==> src/rtl/seg_counter_display.sv <==
// seg_counter_display: prescaled hex/BCD up/down counter with parallel load and active-low 7-seg decode.
// Optional leading-zero blanking is compiled in when SEG_COUNTER_LZ_BLANK_EN is defined.
module seg_counter_display #(
    parameter int DIGITS   = 4,
    parameter int TICK_DIV = 33554432,
    parameter int BCD      = 0
) (
    input  logic                CLOCK_50,
    input  logic                RESET,
    input  logic                EN,
    input  logic                UP,
    input  logic                LOAD,
    input  logic [4*DIGITS-1:0] LOAD_VAL,
    output logic [4*DIGITS-1:0] COUNT,
    output logic                TICK,
    output logic                WRAP,
    output logic [7*DIGITS-1:0] HEX
);
    localparam int            PW       = (TICK_DIV > 1) ? $clog2(TICK_DIV) : 1;
    localparam logic [PW-1:0] PRE_LAST = PW'(TICK_DIV - 1);
    localparam logic [3:0]    DMAX     = (BCD != 0) ? 4'd9 : 4'd15;

    logic [PW-1:0]       pre;
    logic                pre_last;
    logic                step;
    logic                carry;
    logic [3:0]          d;
    logic [4*DIGITS-1:0] count_nxt;
    logic [4*DIGITS-1:0] load_sat;

    function automatic logic [6:0] seg7(input logic [3:0] v);
        case (v)
            4'h0: seg7 = 7'h40;
            4'h1: seg7 = 7'h79;
            4'h2: seg7 = 7'h24;
            4'h3: seg7 = 7'h30;
            4'h4: seg7 = 7'h19;
            4'h5: seg7 = 7'h12;
            4'h6: seg7 = 7'h02;
            4'h7: seg7 = 7'h78;
            4'h8: seg7 = 7'h00;
            4'h9: seg7 = 7'h18;
            4'hA: seg7 = 7'h08;
            4'hB: seg7 = 7'h03;
            4'hC: seg7 = 7'h46;
            4'hD: seg7 = 7'h21;
            4'hE: seg7 = 7'h06;
            default: seg7 = 7'h0E;
        endcase
    endfunction

    assign pre_last = (pre == PRE_LAST);
    assign step     = EN & ~LOAD & pre_last;

    // Per-digit ripple serves both hex and BCD; carry/borrow out of the top digit marks a wrap.
    always_comb begin
        count_nxt = COUNT;
        carry     = 1'b1;
        d         = '0;
        for (int unsigned i = 0; i < DIGITS; i++) begin
            d = COUNT[4*i +: 4];
            if (carry) begin
                if (UP) begin
                    if (d == DMAX) d = 4'd0;
                    else begin
                        d     = d + 4'd1;
                        carry = 1'b0;
                    end
                end else begin
                    if (d == 4'd0) d = DMAX;
                    else begin
                        d     = d - 4'd1;
                        carry = 1'b0;
                    end
                end
            end
            count_nxt[4*i +: 4] = d;
        end
    end

    always_comb begin
        load_sat = LOAD_VAL;
        if (BCD != 0) begin
            for (int unsigned i = 0; i < DIGITS; i++) begin
                if (LOAD_VAL[4*i +: 4] > 4'd9) load_sat[4*i +: 4] = 4'd9;
            end
        end
    end

    always_ff @(posedge CLOCK_50) begin
        if (RESET) begin
            pre   <= '0;
            COUNT <= '0;
            TICK  <= 1'b0;
            WRAP  <= 1'b0;
        end else if (LOAD) begin
            pre   <= '0;
            COUNT <= load_sat;
            TICK  <= 1'b0;
            WRAP  <= 1'b0;
        end else begin
            if (EN) pre <= pre_last ? '0 : pre + 1'b1;
            if (step) COUNT <= count_nxt;
            TICK <= step;
            WRAP <= step & carry;
        end
    end

`ifdef SEG_COUNTER_LZ_BLANK_EN
    logic lz;

    // Scan from the most-significant digit; digit 0 always shows so a zero count reads "0".
    always_comb begin
        HEX = '1;
        lz  = 1'b1;
        for (int unsigned j = 0; j < DIGITS; j++) begin
            lz = lz & (COUNT[4*(DIGITS-1-j) +: 4] == 4'd0);
            if (lz && (j != DIGITS - 1)) HEX[7*(DIGITS-1-j) +: 7] = 7'h7F;
            else HEX[7*(DIGITS-1-j) +: 7] = seg7(COUNT[4*(DIGITS-1-j) +: 4]);
        end
    end
`else
    always_comb begin
        HEX = '1;
        for (int unsigned i = 0; i < DIGITS; i++) begin
            HEX[7*i +: 7] = seg7(COUNT[4*i +: 4]);
        end
    end
`endif

endmodule

==> config.mk <==
export PLATFORM = sky130hd
export DESIGN_NAME = seg_counter_display
export DESIGN_NICKNAME = d
export VERILOG_FILES = /design/src/rtl/seg_counter_display.sv
export SDC_FILE = /design/constraint.sdc
export NUM_CORES = 1
export LEC_CHECK = 0
export BUFFER_PORTS_ARGS = -buffer_cell sky130_fd_sc_hd__buf_2
export CAP_MARGIN = 0
export CORE_AREA = 10 10 109 92
export CTS_CLUSTER_DIAMETER = 100
export CTS_CLUSTER_SIZE = 20
export DETAILED_ROUTE_END_ITERATION = 10
export DIE_AREA = 0 0 119 102
export GPL_TIMING_DRIVEN = 0
export HOLD_SLACK_MARGIN = 0.12
export PLACE_DENSITY = 0.78
export SLEW_MARGIN = 20
export SYNTH_ARGS = -nofsm -noshare
export SYNTH_HDL_FRONTEND = slang
export SYNTH_SLANG_ARGS = --single-unit
==> constraint.sdc <==
create_clock -name CLOCK_50 -period 4.5 [get_ports CLOCK_50]
set_input_delay 0 -clock CLOCK_50 [delete_from_list [all_inputs] [get_ports CLOCK_50]]
set_output_delay 0 -clock CLOCK_50 [all_outputs]
set_load 0.1 [all_outputs]
==> reports/metrics.yaml <==
outcome:
  status: "completed"
routing:
  ant_nets: 0
  wl_per_cell_um: 15.1
  vias: 3996
  drt-initial-drc-count: 246
  routed_wl_um: 10600
  first_pass_iters: 5
  via_per_inst: 5.67
  drc: 0
placement:
  pre_cts_ws_ns: 0.829
  place_congestion: 0.913
  place_area_um2: 4800
  port_buffers: 65
  hpwlAfterDp_um: 7920
  dp.cells: 680
timing:
  finalWorstSetupSlack_ns: 0.707
  fin_crit_ns: 3.79
  finClkSkew_ns: 0.0106
  worst_pin_slew_ns: 0.828
  fin_crit_sh_pct: 84.3
  fmax_ghz: 0.264
  finalHoldViolations: 0
  drv_slew: 0
  setup_violations: 0
  maxSlewHeadroom_pct: 44.4
  setup-tns-final_ns: 0
  rsz0062_at_grt: "false"
floorplanning:
  ios: 67
  die_x_um: 119
  core_area_um2: 7760
  rows: 29
  dieArea_um2: 12100
  fp.dieH_um: 102
  initial_core_util_pct: 55.9
global_routing:
  use_met2_pct: 27.2
  grt_pass1_vias: 3734
  grt_overflow: 0
  grt_pass1_wl_um: 17600
  grt_max_degree: 13
  top_usage_layer: "met2"
  use_met3_pct: 6.17
  grt_util_met1_pct: 21.2
  antenna_found_initial: 0
  grtUsageTotal_pct: 17.0
layout:
  n_antenna_cell: 0
  final_area_um2: 5090
  final_nets: 641
  final_layout_size_suffix_gt1_share_pct: 20.1
  register_area_um2: 1420
  final.fill_count: 674
  multi_input_area_um2: 2630
  finish.utilization_pct: 65.6
  syn2layout_area_growth_pct: 17.4
  final_cells: 705
synth:
  yosysUniqueCellTypes: 77
  synth_edf_count: 0
  yosysSeqAreaShare_pct: 32.8
  ys_warn_count: 0
  synth_area_um2: 4340
  synth_nets: 556
  syn_area_per_cell_um2: 8.56
  synth_seq_cells: 71
  syn_inst: 507
  synth_flop_cell: "dfxtp_1"
  synth_async_sr_flop_share_pct: 0
run:
  max-cap-violations: 0
clocking:
  ctsResizeCount: 0
  cts_buffers: 9
  cts_sinks: 71
  htreeDepth: 3
  cts.path.max_buffers: 2
  clk_pin_slew_ns: 0.08
  cts_tree: "built"
  clk-insertion-delay-late_ns: 0.36
  root_buffer: "clkbuf_8"
pwr:
  power_density_nw_per_um2: 352
  peakVddDrop_uv: 229
  leakage_uw: 0.00218
worst_setup_path:
  slowest_stage: "nor4b_1"
  end_kind: "register"
  r2r_slack_ns: 0.71
  cp-start-kind: "register"
  cp.required_ns: 4.75
  crit_fanout: 7
  slowest_delay_ns: 0.53
  path_cells: "inv_1 -> ha_1 -> nor4b_1 -> o221ai_1 -> o311a_2 -> a311oi_1 -> nor2b_1 -> inv_1 -> ha_1 -> nand2_1 -> o21ai_0 -> a211o_1"
  path_class: "register to register"
  cp.arrival_ns: 4.04
worst_hold_path:
  holdCritPathClass: "primary input to register"
==> final timing paths <==
path / from / endpoint / depth (start not counted)
max reg2reg: COUNT[4] / HEX[17] / 12
min: LOAD_VAL[3] / HEX[4] / 4
min reg2reg: pre[6] / pre[6] / 2
max: COUNT[4] / HEX[17] / 12
==> synthesized netlist by cell type, drive strengths merged (9+ instances only) <==
master | n | area, um2
dfxtp | 71 | 1420
ha | 28 | 350
nand2 | 33 | 124
nor2 | 57 | 214
mux2i | 21 | 214
a21oi | 17 | 85.1
xor2 | 14 | 123
o22ai | 15 | 93.8
nand4 | 11 | 81.3
clkbuf | 13 | 50.0
o21ai | 15 | 82.6
buf | 9 | 70.1
nor2b | 9 | 56.3
xnor2 | 16 | 140
nand3 | 13 | 65.1
inv | 38 | 143
==> placed cells by master, fill, tap and decap left out, types with 4 or more instances in the layout <==
master,count
dfxtp_1,71
buf_2,67
nor2_1,57
inv_1,36
nand2_1,33
ha_1,28
mux2i_1,20
a21oi_1,17
xnor2_1,16
o22ai_1,15
xor2_1,14
clkbuf_1,13
o21ai_0,13
nand3_1,13
clkbuf_8,10
nand4_1,9
nor2b_1,9
dlygate4sd3_1,9
nand2b_1,8
and3_1,8
nor3_1,6
nor4_1,6
or3_1,5
a31oi_1,5
o31ai_1,5
and4_1,4
buf_6,4
a21o_1,4
a311oi_1,4
mux2_2,4
a211oi_1,4
==> power breakdown <==
part,total (uW),switching [uW],internal (uW)
Clock,509,239,270
Combinational,591,454,137
Sequential,693,23.5,669
Total,1790,717,1080
==> critical path, delay by kind of cell, from the launching register on <==
| family | cells | cell delay, ns |
|---|---|---|
| simple gates | 3 | 0.96 |
| compound gates | 5 | 1.46 |
| buf+inv | 2 | 0.29 |
| flops | 1 | 0.39 |
| fa+ha+maj | 2 | 0.58 |
==> state kept, by name (all words and copies together), names as in the netlist <==
| register | count |
|---|---|
| HEX | 28 |
| pre | 25 |
| COUNT | 16 |
| TICK | 1 |
| WRAP | 1 |
==> per-stage QoR <==
stage | hold slack [ns] | power [uW]
after floorplan | 0.148 | 1190
after global placement | 0.298 | 1280
after detailed placement | 0.310 | 1290
after CTS | 0.152 | 1800
after global routing | 0.247 | 1870
final | 0.178 | 1790
==> logic make-up (layout without fill, tap and decap cells) <==
kind of cell	count (synthesis)	after routing	synth area share [%]
buffers and inverters	63	153	6.75
AOI/OAI and AO/OA	105	105	17.5
DFF	71	71	32.8
adders and majority gates	28	28	8.07
and+or+nand+nor	185	185	22.9
xor gates and xnor gates	30	30	6.06
muxes	25	25	5.97
==> area by class of cell <==
type / instances / share of cell area [%]
Sequential cell: 71 / 27.9
Clock inverter: 5 / 1.13
Buffer: 23 / 2.55
Inverter: 40 / 3.19
Tap cell: 108 / 2.65
Clock buffer: 11 / 2.78
Timing Repair Buffer: 74 / 8.15
Multi-Input combinational cell: 373 / 51.6
==> layer usage <==
metal,share of wire [%],routed length (um)
met2,45,4830
met3,7.8,833
met1,45,4830
met4,1.2,125
met5,0,0
==> repair_timing <==
action	4_1_cts	5_1_grt
endpoints found under the hold margin	12	0
hold buffers	9	0
buffers inserted	0	0
Power figures use the tool's default switching activity.
